`src/rtl/avalon_pwm_pkg.sv`:
```
// avalon_pwm_pkg: register map, CTRL bit positions and default widths for avalon_pwm_bank
package avalon_pwm_pkg;
  localparam int NUM_CH_DEF = 8;
  localparam int CNT_W_DEF = 16;
  localparam int PRE_W_DEF = 16;
  localparam logic [3:0] ADDR_CTRL = 4'd0;
  localparam logic [3:0] ADDR_PRESCALE = 4'd1;
  localparam logic [3:0] ADDR_PERIOD = 4'd2;
  localparam logic [3:0] ADDR_STATUS = 4'd3;
  localparam logic [3:0] ADDR_COUNT = 4'd4;
  localparam logic [3:0] ADDR_DUTY_BASE = 4'd8;
  localparam int RUN_BIT = 31;
  localparam int IRQ_EN_BIT = 30;
endpackage

```
`src/rtl/avalon_pwm_bank_if.sv`:
```
// avalon_pwm_bank_if: Avalon-MM slave bus (no waitrequest, read latency 1)
interface avalon_pwm_bank_if;
  logic [3:0] avs_address;
  logic avs_read;
  logic avs_write;
  logic [31:0] avs_writedata;
  logic [31:0] avs_readdata;
  modport master (output avs_address, avs_read, avs_write, avs_writedata, input avs_readdata);
  modport slave (input avs_address, avs_read, avs_write, avs_writedata, output avs_readdata);
endinterface

```
`src/rtl/avalon_pwm_bank_pwm_timebase.sv`:
```
// pwm_timebase: shared prescaler and period counter; wrap_o is high on the tick that returns cnt to 0
module pwm_timebase #(
  parameter int CNT_W = 16,
  parameter int PRE_W = 16
) (
  input  logic clk,
  input  logic reset,
  input  logic run_i,
  input  logic [PRE_W-1:0] prescale_i,
  input  logic [CNT_W-1:0] period_i,
  output logic [CNT_W-1:0] cnt_o,
  output logic wrap_o
);
  logic [PRE_W-1:0] pre_cnt_q;
  logic [CNT_W-1:0] cnt_q;
  logic tick;
  // >= rather than == so a lowered limit wraps on the next tick instead of running away
  assign tick = pre_cnt_q >= prescale_i;
  assign wrap_o = run_i & tick & (cnt_q >= period_i);
  assign cnt_o = cnt_q;
  always_ff @(posedge clk) begin
    if (reset || !run_i) begin
      pre_cnt_q <= '0;
      cnt_q <= '0;
    end else if (tick) begin
      pre_cnt_q <= '0;
      cnt_q <= cnt_q >= period_i ? '0 : cnt_q + CNT_W'(1);
    end else begin
      pre_cnt_q <= pre_cnt_q + PRE_W'(1);
    end
  end
endmodule

```
`src/rtl/avalon_pwm_bank.sv`:
```
// avalon_pwm_bank: Avalon-MM PWM bank with double-buffered duty; optional irq via AVALON_PWM_IRQ_EN
module avalon_pwm_bank import avalon_pwm_pkg::*; #(
  parameter int NUM_CH = NUM_CH_DEF,
  parameter int CNT_W = CNT_W_DEF,
  parameter int PRE_W = PRE_W_DEF
) (
  input  logic clk,
  input  logic reset,
  avalon_pwm_bank_if.slave bus,
  output logic [NUM_CH-1:0] pwm_out
`ifdef AVALON_PWM_IRQ_EN
  ,
  output logic irq
`endif
);
  logic [7:0] ch_en_q;
  logic run_q;
  logic [PRE_W-1:0] pre_q;
  logic [CNT_W-1:0] per_q;
  logic [CNT_W-1:0] pend_q [NUM_CH];
  logic [CNT_W-1:0] act_q [NUM_CH];
  logic [31:0] rdata_q, rdata_d, ctrl_rd, duty_rd, status_rd;
  logic [NUM_CH-1:0] pwm_d;
  logic [CNT_W-1:0] cnt;
  logic wrap;
  logic [3:0] addr;
  logic [31:0] wd;
  logic wr;
  logic unused_wd;
  assign addr = bus.avs_address;
  assign wd = bus.avs_writedata;
  assign wr = bus.avs_write;
  assign unused_wd = ^wd;
  assign bus.avs_readdata = rdata_q;
`ifdef AVALON_PWM_IRQ_EN
  logic irq_en_q, flag_q;
  assign status_rd = 32'(flag_q);
`else
  assign status_rd = '0;
`endif
  pwm_timebase #(.CNT_W(CNT_W), .PRE_W(PRE_W)) u_timebase (
    .clk(clk), .reset(reset), .run_i(run_q), .prescale_i(pre_q), .period_i(per_q),
    .cnt_o(cnt), .wrap_o(wrap)
  );
  always_comb begin
    ctrl_rd = 32'(ch_en_q);
    ctrl_rd[RUN_BIT] = run_q;
`ifdef AVALON_PWM_IRQ_EN
    ctrl_rd[IRQ_EN_BIT] = irq_en_q;
`endif
    duty_rd = '0;
    pwm_d = '0;
    for (int i = 0; i < NUM_CH; i++) begin
      pwm_d[i] = run_q & ch_en_q[i] & (cnt < act_q[i]);
      if (addr == ADDR_DUTY_BASE + 4'(i)) duty_rd = 32'(pend_q[i]);
    end
    rdata_d = addr == ADDR_CTRL     ? ctrl_rd :
              addr == ADDR_PRESCALE ? 32'(pre_q) :
              addr == ADDR_PERIOD   ? 32'(per_q) :
              addr == ADDR_STATUS   ? status_rd :
              addr == ADDR_COUNT    ? 32'(cnt) : duty_rd;
  end
  always_ff @(posedge clk) begin
    if (reset) begin
      ch_en_q <= '0;
      run_q <= 1'b0;
      pre_q <= '0;
      per_q <= '0;
      rdata_q <= '0;
      pwm_out <= '0;
      for (int i = 0; i < NUM_CH; i++) begin
        pend_q[i] <= '0;
        act_q[i] <= '0;
      end
`ifdef AVALON_PWM_IRQ_EN
      irq_en_q <= 1'b0;
      flag_q <= 1'b0;
      irq <= 1'b0;
`endif
    end else begin
      if (wr && addr == ADDR_CTRL) begin
        ch_en_q <= wd[7:0];
        run_q <= wd[RUN_BIT];
`ifdef AVALON_PWM_IRQ_EN
        irq_en_q <= wd[IRQ_EN_BIT];
`endif
      end
      if (wr && addr == ADDR_PRESCALE) pre_q <= wd[PRE_W-1:0];
      if (wr && addr == ADDR_PERIOD) per_q <= wd[CNT_W-1:0];
      // active duty only moves at a wrap (or freely while stopped), so a wrap sees the old pending value
      for (int i = 0; i < NUM_CH; i++) begin
        if (wr && addr == ADDR_DUTY_BASE + 4'(i)) pend_q[i] <= wd[CNT_W-1:0];
        if (!run_q || wrap) act_q[i] <= pend_q[i];
      end
      pwm_out <= pwm_d;
      if (bus.avs_read) rdata_q <= rdata_d;
`ifdef AVALON_PWM_IRQ_EN
      flag_q <= wrap | (flag_q & ~(wr && addr == ADDR_STATUS && wd[0]));
      irq <= flag_q & irq_en_q;
`endif
    end
  end
endmodule
```
`src/flat_wrapper.sv`:
```
// flat-port wrapper written by rule: the top's interface ports become plain ports
module avalon_pwm_bank_flat import avalon_pwm_pkg::*;
#(
  parameter int NUM_CH = NUM_CH_DEF,
  parameter int CNT_W = CNT_W_DEF,
  parameter int PRE_W = PRE_W_DEF
)
  (clk, reset, pwm_out, bus_avs_address, bus_avs_read, bus_avs_write, bus_avs_writedata, bus_avs_readdata);
  avalon_pwm_bank_if bus_i ();
  input  logic clk;
  input  logic reset;
  output logic [NUM_CH-1:0] pwm_out;
  input wire logic [$bits(bus_i.avs_address)-1:0] bus_avs_address;
  input wire logic [$bits(bus_i.avs_read)-1:0] bus_avs_read;
  input wire logic [$bits(bus_i.avs_write)-1:0] bus_avs_write;
  input wire logic [$bits(bus_i.avs_writedata)-1:0] bus_avs_writedata;
  output wire logic [$bits(bus_i.avs_readdata)-1:0] bus_avs_readdata;
  assign bus_i.avs_address = bus_avs_address;
  assign bus_i.avs_read = bus_avs_read;
  assign bus_i.avs_write = bus_avs_write;
  assign bus_i.avs_writedata = bus_avs_writedata;
  assign bus_avs_readdata = bus_i.avs_readdata;
  avalon_pwm_bank #(.NUM_CH(NUM_CH), .CNT_W(CNT_W), .PRE_W(PRE_W)) u_core (.clk(clk), .reset(reset), .bus(bus_i), .pwm_out(pwm_out));
endmodule
```
`config.mk`:
```
export PLATFORM = sky130hd
export DESIGN_NAME = avalon_pwm_bank_flat
export DESIGN_NICKNAME = d
export VERILOG_FILES = /design/src/rtl/avalon_pwm_pkg.sv /design/src/rtl/avalon_pwm_bank_if.sv /design/src/rtl/avalon_pwm_bank_pwm_timebase.sv /design/src/rtl/avalon_pwm_bank.sv /design/src/flat_wrapper.sv
export SDC_FILE = /design/constraint.sdc
export NUM_CORES = 1
export LEC_CHECK = 0
export BUFFER_PORTS_ARGS = -buffer_cell sky130_fd_sc_hd__buf_2
export CAP_MARGIN = 0
export CELL_PAD_IN_SITES_DETAIL_PLACEMENT = 0
export CELL_PAD_IN_SITES_GLOBAL_PLACEMENT = 1
export CORE_MARGIN = 8
export CORE_UTILIZATION = 35
export DETAILED_ROUTE_END_ITERATION = 10
export PLACE_DENSITY_LB_ADDON = 0.1
export SLEW_MARGIN = 25
export SYNTH_ARGS = -nofsm -noshare
export SYNTH_HDL_FRONTEND = slang
export SYNTH_SLANG_ARGS = --single-unit
```
`constraint.sdc`:
```
create_clock -name clk -period 12.8 [get_ports clk]
set_clock_uncertainty 0.1 [all_clocks]
set_input_delay 2.56 -clock clk [delete_from_list [all_inputs] [get_ports clk]]
set_output_delay 2.56 -clock clk [all_outputs]
set_load 0.05 [all_outputs]
```
==> results_dict.tcl, run 1 <==
set metrics [dict create \
    rsz0062_at_grt "no" \
    slowest_delay_ns 0.99 \
    cp.arrival_ns 5.40 \
    num_rows 84 \
    ys.warnings.count 0 \
    ys_ff_latch 354 \
    final_nets 1993 \
    gp_congestion 0.836 \
    postSynth.asyncResetShare_pct 0 \
    hold_viol 0 \
    synth_area_um2 18400 \
    seq_area_um2 9650 \
    p_per_area_nw_per_um2 136 \
    slew_viol_final 0 \
    cp.required_ns 12.90 \
    period_needed_ns 5.29 \
    grt_usage_pct 20.5 \
    insertion_delay_ns 0.58 \
    synth.most_common_cell "edfxtp_1" \
    syn_to_final_growth_pct 13.2 \
    ys.flop_type "edfxtp_1" \
    final_util_pct 39.9 \
    power_uw 2840 \
    dr.pass1.iters 6 \
    avgSynthCellArea_um2 10.5 \
    synth_top_area_share_pct 41.8 \
    fmax_mhz 189 \
    crit_type "input pin to register" \
    multi_input_area_um2 7710 \
    cts_tree "done" \
    drtAntennaViolNets 0 \
    nFillCells 5130 \
    cp_slowest_cell "nand2_1" \
    netlist_instances 1755 \
    end_kind "register" \
    finalSetupViolCount 0 \
    grt_pass1_wl_um 89400 \
    synth_edf_count 256 \
    synth_top_area_cell "edfxtp_1" \
    synth_common_cells "edfxtp_1 (256), inv_1 (175), nand2_1 (169), nor2_1 (162), ha_1 (154)" \
    clock-sinks 354 \
    drc 0 \
    drv_cap 0 \
    cts.clk_slew.worst_paths_ns 0.06 \
    insertedDiodeCount 0 \
    layout-drive-gt1-share_pct 10.0 \
    die_y_um 245 \
    p_leak_uw 0.00837 \
    dpl.hpwl_um 43000 \
    ctsResizeCount 0 \
    hold_class "register to register" \
    place_ws_ns 6.90 \
    tightest_slew_ns 1.14 \
    start_util_pct 35.2 \
    finalWirelength_um 62900 \
    fin_ws_ns 7.51 \
    yosys.cell_types.count 65 \
    cts_root_buf "clkbuf_16" \
    htreeDepth 2 \
    drt_iter0_drc 973 \
    die_x_um 245 \
    io_buffers 49 \
    grt_pass1_vias 12700 \
    via_per_inst 5.21 \
    die-area_um2 60200 \
    cts_hold_buffers 0 \
    ir_worst_vdd_uv 89.1 \
    timing.hold.ws_ns 0.355 \
    grt_remaining_overflow 0 \
    synth-seq-area-share_pct 52.4 \
    coreArea_um2 52200 \
    path_cells "buf_2, nor2b_1, nand3_1, nand2_1" \
    fin_tns_setup_ns 0 \
    cts_setup_buffers 0 \
    vias 13100 \
    wl_per_cell_um 25.0 \
    grt_max_degree 97 \
    crit_path_start_kind "input pin" \
    fin_crit_sh_pct 41.4 \
    critPathMaxFanout 28 \
    antenna_found_initial 1 \
    slew_headroom_pct 23.7 \
    numCtsBuffers 45 \
    clockBufferDepth 3 \
    io_pins 80 \
    status "finished, final reports clean" \
    ys_top_cells_by_area "edfxtp_1 (42%), dfxtp_1 (11%), ha_1 (10%)" \
]
==> cell type report <==
class                      instances  share of cell area [%]
clock buffer                      61                    6.09
tap                              688                    4.13
clock inverter                    20                    1.08
inverter                         175                    3.15
timing repair buffer              78                    2.23
multi-input combinational       1145                    37.0
sequential                       354                    46.3
==> final timing paths <==
check,startpoint,endpoint,slack [ns],cells after the start
setup / recovery,bus_avs_address[3],u_core.pend_q[0][24]$_SDFFCE_PN0P_,7.51,4
setup reg to reg,u_core.u_timebase.cnt_o[1]$_SDFFE_PP0P_,u_core.act_q[2][26]$_SDFFCE_PN0P_,8.83,8
hold / removal,u_core.bus.avs_readdata[31]$_SDFFE_PP0P_,u_core.bus.avs_readdata[31]$_SDFFE_PP0P_,0.36,2
hold reg to reg,u_core.bus.avs_readdata[31]$_SDFFE_PP0P_,u_core.bus.avs_readdata[31]$_SDFFE_PP0P_,0.36,2
==> through the flow <==
| step | cell area (um2) | instances |
|---|---|---|
| detailed placement | 19300 | 2440 |
| global route | 20800 | 2521 |
| finish | 20800 | 2521 |
| global placement | 19300 | 2440 |
| CTS | 20800 | 2521 |
| floorplan | 18500 | 1769 |
==> registers in the layout, summed over array words and instances, names as in the netlist <==
| name | cells |
|---|---|
| u_core.pwm_out | 8 |
| u_core.u_timebase.cnt_o | 16 |
| u_core.ch_en_q | 8 |
| u_core.run_q | 1 |
| u_core.bus.avs_readdata | 17 |
| u_core.act_q | 128 |
| u_core.pre_q | 16 |
| u_core.per_q | 16 |
| u_core.pend_q | 128 |
| u_core.u_timebase.pre_cnt_q | 16 |
==> where the power goes <==
group / total [uW] / switching (uW) / internal (uW)
sequential: 1320 / 30.2 / 1290
combinational: 226 / 158 / 67.4
clock: 1290 / 503 / 791
==> placed cells by master, fill, tap and decap left out, types with 9 or more instances in the layout <==
cell,n
o21bai_1,11
a221oi_1,13
and2_1,76
clkbuf_1,10
o21a_1,10
a22o_1,10
nor2b_1,46
or3_1,11
mux2i_1,29
o22ai_1,9
edfxtp_1,256
and2_4,27
buf_2,48
a22oi_1,20
inv_1,175
a21oi_1,93
o21ai_0,70
nand3_1,20
ha_1,154
nand4_1,24
buf_4,30
and3_1,13
clkbuf_16,47
a21o_1,24
nor2_1,162
conb_1,15
a211oi_1,22
nand2_1,169
clkinv_1,11
dfxtp_1,98
nand2b_1,10
==> cells by family (layout without fill, tap and decap cells) <==
kind of cell / count (synthesis) / in the layout / synth area share, %
adders and majority gates: 154 / 154 / 10.5
AOI/OAI and AO/OA: 343 / 343 / 12.5
other: 1 / 15 / 0.0204
DFF: 354 / 354 / 52.4
buffers and inverters: 270 / 334 / 6.06
and+or+nand+nor: 587 / 587 / 15.9
muxes: 31 / 31 / 1.82
xor gates and xnor gates: 15 / 15 / 0.714
==> routing by layer <==
layer	vias to the layer above	wire length (um)	global-route usage, %
met2	342	29800	33.9
met5	-	7	0
met4	2	1850	6.40
met1	6439	28000	27.2
li1	6262	-	-
met3	90	3290	3.49
==> worst max-delay path, delay by kind of cell <==
kind	cells	cell delay, ns
AND/OR/NAND/NOR	3	2.32
buffers and inverters	1	0.48
Power figures use the tool's default switching activity.
==> inputs of run 2 (changes only) <==
clock period = 5.2 ns   (was 12.8 ns; I/O delays follow)
==> run 2 against run 1 <==
Net effect: largest cell class unchanged; hold slack improved by 0.0018 ns; clock power increased by 130%; global-route usage increased by 0.30 points; first-iteration DRC count increased by 18%; highest routed layer unchanged; largest power group unchanged; register-to-register slack got worse by 6.9 ns; sequential share of layout area increased by 0.098 points; sequential power increased by 150%; sequential cell count unchanged; cell count increased by 0.20%; die area unchanged.
==> results_dict.tcl, run 2 (synthesis results as in run 1) <==
set metrics [dict create \
    finalWirelength_um 63300 \
    clockBufferDepth 3 \
    htreeDepth 2 \
    drv_cap 0 \
    insertion_delay_ns 0.58 \
    final_nets 2000 \
    dr.pass1.iters 5 \
    die_x_um 245 \
    hold_viol 0 \
    ctsResizeCount 0 \
    fin_ws_ns 1.70 \
    final_cell_mix "edfxtp_1 (256), inv_1 (175), nand2_1 (169)" \
    vias 13200 \
    insertedDiodeCount 0 \
    power_uw 6800 \
    cts_hold_buffers 0 \
    grt_pass1_wl_um 91100 \
    grt_usage_pct 20.8 \
    drtAntennaViolNets 0 \
    timing.hold.ws_ns 0.357 \
    cp.required_ns 5.28 \
    period_needed_ns 3.50 \
    grt_remaining_overflow 0 \
    p_int_uw 5130 \
    grt_pass1_vias 12900 \
    cts_root_buf "clkbuf_16" \
    io_pins 80 \
    end_kind "register" \
    grt_max_degree 138 \
    fin_tns_setup_ns 0 \
    dpl.hpwl_um 43600 \
    place_ws_ns 1.09 \
    tightest_slew_ns 1.00 \
    seqPwrFrac_pct 47.9 \
    hold_class "register to register" \
    p_per_area_nw_per_um2 327 \
    via_per_inst 5.21 \
    crit_type "input pin to register" \
    cts.clk_slew.worst_paths_ns 0.05 \
    pwr-share-comb_pct 8.3 \
    clock-sinks 354 \
    coreArea_um2 52200 \
    cts_setup_buffers 0 \
    start_util_pct 35.2 \
    fmax_mhz 286 \
    p_leak_uw 0.00838 \
    final_cells 2526 \
    place_inst 2449 \
    final_common_cell "edfxtp_1" \
    slew_viol_final 0 \
    cp.arrival_ns 3.58 \
    drc 0 \
    die-area_um2 60200 \
    power_switching_uw 1670 \
    antenna_found_initial 3 \
    ir_worst_vdd_uv 205 \
    syn_to_final_growth_pct 13.0 \
    cts_tree "done" \
    rsz0062_at_grt "no" \
    num_rows 84 \
    slew_headroom_pct 33.0 \
    fin_crit_sh_pct 67.3 \
    die_y_um 245 \
    sw_frac_of_total_pct 24.6 \
    clkPwrFrac_pct 43.8 \
    finalSetupViolCount 0 \
    numCtsBuffers 43 \
    drt_iter0_drc 1144 \
    wl_per_cell_um 25.1 \
    crit_path_start_kind "input pin" \
    layout-drive-gt1-share_pct 10.6 \
    io_buffers 49 \
    status "finished, final reports clean" \
    critPathMaxFanout 40 \
    gp_congestion 0.860 \
]
[run 2: final cells by class]
cell class	count	area [um2]
fillers	5129	31400
flip-flops and latches	354	9650
multi-input cells	1145	7700
clock buffers	62	1230
well taps	688	861
inverters	175	657
repair buffers	87	546
clock inverters	15	148
[run 2: through the flow]
step                      utilization, %  instance area (um2)
after floorplan                        -                18500
after global placement              37.2                19400
after detailed placement            37.2                19400
after CTS                           39.8                20800
after global routing                39.8                20800
final                               39.8                20800
[run 2: layer usage]
metal  share of wire, %  global-route usage, %  up-vias  wire length [um]
li1                   -                      -     6271                 -
met1                 44                   27.6     6483             28000
met2                 48                   34.6      327             30200
met3                5.0                   3.52       83              3170
met4                3.0                   6.20        2              1890
met5              0.021                      0        -                13
[run 2: power by group through the flow]
stage / sequential [uW] / clock [uW] / combinational [uW]
3_3_place_gp: 3320 / 0 / 555
3_5_place_dp: 3320 / 0 / 561
5_1_grt: 3270 / 3150 / 613
6_report: 3260 / 2980 / 561
2_1_floorplan: 3300 / 0 / 351
4_1_cts: 3260 / 3050 / 563
[run 2: path summary, 6_finish.rpt]
kind	startpoint	endpoint	slack (ns)	cells past startpoint
hold reg to reg	u_core.per_q[15]$_SDFFE_PP0P_	u_core.per_q[15]$_SDFFE_PP0P_	0.36	2
setup reg to reg	u_core.pre_q[5]$_SDFFE_PP0P_	u_core.act_q[2][11]$_SDFFCE_PN0P_	1.96	9
setup / recovery	bus_avs_address[1]	u_core.pend_q[0][123]$_DFFE_PP_	1.70	6
hold / removal	u_core.per_q[15]$_SDFFE_PP0P_	u_core.per_q[15]$_SDFFE_PP0P_	0.36	2
[run 2: worst max-delay path, cell delays in order]
cell,delay (ns)
buf_2,0.37
buf_4,0.50
and2_1,0.36
and2_1,0.54
nand2_1,0.11
nand2_1,0.64
